<file path="config.mk">
export PLATFORM = sky130hd
export DESIGN_NAME = jtopl_lfo
export DESIGN_NICKNAME = d
export VERILOG_FILES = /design/src/rtl/jtopl_lfo.sv
export SDC_FILE = /design/constraint.sdc
export NUM_CORES = 1
export LEC_CHECK = 0
export BUFFER_PORTS_ARGS = -buffer_cell sky130_fd_sc_hd__buf_2
export CAP_MARGIN = 20
export CORE_AREA = 3 3 55 57
export DETAILED_ROUTE_END_ITERATION = 8
export DIE_AREA = 0 0 58 60
export PLACE_DENSITY = 0.75
export SETUP_SLACK_MARGIN = 0.3
export SLEW_MARGIN = 10
export SYNTH_ARGS = -nofsm -noshare
export SYNTH_HDL_FRONTEND = slang
export SYNTH_SLANG_ARGS = --single-unit
</file>
<file path="constraint.sdc">
create_clock -name clk -period 1.9 [get_ports clk]
set_input_delay 0.57 -clock clk [delete_from_list [all_inputs] [get_ports clk]]
set_output_delay 0.57 -clock clk [all_outputs]
set_load 0.02 [all_outputs]
</file>
<file path="src/rtl/jtopl_lfo.sv">
// rtl/jtopl_lfo.sv - OPL LFO: vibrato phase (lfo_mod) and tremolo attenuation (am).
// Define JTOPL_LFO_TEST_EN to let lfo_rst hold the LFO counters at zero.
module jtopl_lfo #(
  parameter int PRESCALE = 64
) (
  input  logic       clk,
  input  logic       rst,
  input  logic       cenop,
  input  logic       zero,
  input  logic       am_dep,
  input  logic       lfo_rst,
  output logic [6:0] lfo_mod,
  output logic [4:0] am
);

  logic [5:0] r_pre;
  logic [6:0] r_lfo;
  logic [7:0] r_trem;
  logic [4:0] r_am;
  logic       w_tick;
  logic       w_step;
  logic       w_hold;
  logic [6:0] w_lvl;
  logic [4:0] w_am;

`ifdef JTOPL_LFO_TEST_EN
  assign w_hold = lfo_rst;
`else
  logic w_unused_lfo_rst;
  assign w_unused_lfo_rst = lfo_rst;
  assign w_hold = 1'b0;
`endif

  assign w_tick = cenop & zero;
  assign w_step = w_tick && (r_pre == 6'(PRESCALE - 1));

  // Triangle folded around trem=105; trem never exceeds 209 so 210-trem fits 7 bits.
  assign w_lvl = (r_trem <= 8'd105) ? r_trem[6:0] : 7'(8'd210 - r_trem);
  assign w_am  = am_dep ? w_lvl[6:2] : {2'b00, w_lvl[6:4]};

  always_ff @(posedge clk) begin
    if (rst) begin
      r_pre  <= 6'd0;
      r_lfo  <= 7'd0;
      r_trem <= 8'd0;
      r_am   <= 5'd0;
    end else if (cenop) begin
      r_am <= w_am;
      if (w_hold) begin
        r_pre  <= 6'd0;
        r_lfo  <= 7'd0;
        r_trem <= 8'd0;
      end else if (w_tick) begin
        r_pre <= w_step ? 6'd0 : r_pre + 6'd1;
        if (w_step) begin
          r_lfo  <= r_lfo + 7'd1;
          r_trem <= (r_trem == 8'd209) ? 8'd0 : r_trem + 8'd1;
        end
      end
    end
  end

  assign lfo_mod = r_lfo;
  assign am      = r_am;

endmodule

</file>
==> results.md <==
- DR iter-0 viols: 65
- Via density: 5.78
- H-tree levels: 1
- Clock Latency Late Sink: 320 ps
- Internal Power: 773 uW
- Critical path arrival: 1890 ps
- Clock share of power: 0.391
- Setup TNS: 0 ps
- Slew @ Worst Pin: 313 ps
- Placer Congestion: 0.912
- Wirelength per Cell: 13.9 um
- Initial Util: 0.562
- Final layout net count: 202
- Total gr overflow: 0
- Final Max Slew Viols: 0
- Unique masters post-synth: 42
- Post-synth top area cell: dfxtp_1
- Post-Place Cells: 207
- CP max-delay cell: or4b_1
- Avg Cell Area, Syn: 8.54 um^2
- Hold Vio Cnt, Final: 0
- Rows: 18
- First-pass GRT wire length: 5300 um
- Final setup fails: 0
- Nature of the critical path endpoint: register
- HPWL after detailed placement: 2080 um
- Status: complete, no violations
- Maximum fanout along the worst path: 4
- Die H: 60 um
- Headroom to the max-slew limit: 0.788
- Max Cap Viol: 0
- Sequential-to-total area share from yosys stat: 0.367
- Max Fclk: 0.603 GHz
- All-Layer GR Usage: 0.192
- CTS Buffer Depth: 2
- Share of power burned in registers: 0.567
- Die area: 3480 um^2
- Initial antenna violation count: 0
- Number of global-route vias before repair: 1216
- Flops & latches, synth: 26
- Total power: 962 uW
- Diodes inserted: 0
- Final worst path period need: 1660 ps
- Post-route insts no fill: 219
- Routed WL: 3040 um
- Static leakage: 0.706 nW
- Hold buffers post-CTS: 0
- Clk sinks: 26
- Clk pin slew, worst setup/hold paths: 140 ps
- Sw Ratio: 0.197
- Final ANT Viol Nets: 0
- Critical Path Start Type: register
- CTS Buf Count: 3
- HP Class: register to register
- Critical path type: register to register
- Pre-Repair DR Iteration Count: 4
- Syn_nets: 178
- NetSw: 189 uW
- Post-Syn Area: 1420 um^2
- Worst VDD drop: 0.393 mV
- Area Overhead vs Synth: 19.2%
- Share of post-route cells with drive strength above 1: 0.296
- Critical Path, Cell by Cell: ha_4 > nor3_4 > o21ai_2 > xor2_1 > or4b_1 > o311ai_1
- Input/output buffers: 16
- Top cells by area, synth: dfxtp_1 (37%), xor2_1 (8.0%), ha_1 (5.3%)
- Critical Path RT: 2140 ps
- Horiz. Die Dim: 58 um
- Clock skew: 4.34 ps
- CTS tree: built
- I/O pin count: 18
- Largest net degree at the start of global routing: 16
- Yosys top cell area share: 0.367
- Final Cycle Share: 0.872
- CTS Root Buffer Type: clkbuf_4
- # DRC: 0
- Vias after detailed routing: 1266
- Post-Synthesis Cells: 166
- Core Box Area: 2520 um^2
- Ys flop type: dfxtp_1
- Pwr dens: 569 nW/um^2
- Post-synth EDFFs: 0
- Comb power frac: 0.042
- Ys async rst share: 0
- RSZ-0062 raised after global routing: true
- Critical Path Max Stage Delay: 500 ps
- YS warnings: 0
## metal layers
layer / up-vias / track usage / share of wire
met5: - / 0 / 0
met4: 0 / 0.0762 / 0.014
met3: 6 / 0.0324 / 0.042
met2: 35 / 0.334 / 0.49
met1: 598 / 0.237 / 0.45
li1: 627 / - / -
## power groups by stage
stage / clock network [mW] / registers, mW / logic [mW]
5_1_grt: 0.413 / 0.547 / 0.0442
3_5_place_dp: 0 / 0.561 / 0.0352
3_3_place_gp: 0 / 0.561 / 0.0339
2_1_floorplan: 0 / 0.561 / 0.0210
4_1_cts: 0.391 / 0.546 / 0.0393
6_report: 0.376 / 0.546 / 0.0402
## path summary, 6_finish.rpt
check	endpoint	depth (start not counted)	from	slack, ps
setup reg to reg	am[2]	6	r_trem[0]	240
hold / removal	am[0]	1	am[0]	480
hold reg to reg	am[0]	1	am[0]	480
setup / recovery	am[2]	6	r_trem[0]	240
## stage by stage
stage / area [um^2] / utilization / hold WS (ps) / worst slack [ps]
after detailed placement: 1540 / 0.612 / 455 / 141
final: 1690 / 0.670 / 484 / 242
after global routing: 1690 / 0.670 / 484 / 170
after global placement: 1540 / 0.612 / 454 / 161
after floorplan: 1440 / - / 453 / 293
after CTS: 1650 / 0.655 / 488 / 272
## cell type report
cell class	instances	area, um^2
flip-flops and latches	26	537
well taps	30	37.5
clock buffers	3	22.5
inverters	6	22.5
clock inverters	1	30.0
fillers	208	832
repair buffers	28	174
multi-input cells	125	867
## what timing repair did
item,in CTS,in global routing
endpoints found under the hold margin,0,0
setup endpoints to repair,4,4
gates resized for setup,10,7
setup buffers,5,3
pin swaps,1,10
## kinds of logic after synthesis
family,after synthesis,share of synthesized area
AO/OA/AOI/OAI,30,0.152
XOR/XNOR,17,0.105
adder cells (fa/ha/maj),6,0.0530
buffers and inverters,15,0.0450
flip-flops,26,0.367
multiplexers,1,0.00706
AND/OR/NAND/NOR,71,0.271
## synth_stat cells (all sizes together) (2+ instances only)
cell	count
dfxtp	26
nor2	20
nand2	17
xor2	13
a21oi	6
and2	6
buf	6
ha	6
inv	6
nand3	5
nand4	5
nor3	5
o211ai	5
and3	4
o21ai	4
xnor2	4
a31oi	3
clkbuf	3
a211o	2
nand3b	2
o22ai	2
o311ai	2
## flip-flops by register name, summed over array words and instances, names as in the netlist
signal and cells:
r_pre 6, r_trem 8, lfo_mod 7, am 5
## layout by cell type (no fill, tap or decap), types with 2 or more instances in the layout
cell type	count
a211o_1	2
dfxtp_1	17
dfxtp_2	7
a31oi_1	3
ha_2	2
inv_1	5
xnor2_1	4
a21oi_1	5
and3_1	4
nor3_1	3
nand3b_1	2
nor3_4	2
nand4_1	5
nand3_1	4
o211ai_1	5
ha_1	3
buf_4	11
and2_1	5
nand2_1	16
xor2_1	13
o21ai_0	3
o22ai_1	2
clkbuf_4	3
dfxtp_4	2
nor2_1	20
buf_2	16
## worst max-delay path: cells and delay by family, from the launching register on
| family | cells | cell delay (ps) |
|---|---|---|
| simple gates | 2 | 710 |
| flops | 1 | 390 |
| fa+ha+maj | 1 | 180 |
| compound gates | 2 | 150 |
| xor+xnor | 1 | 150 |
Power figures use the tool's default switching activity.
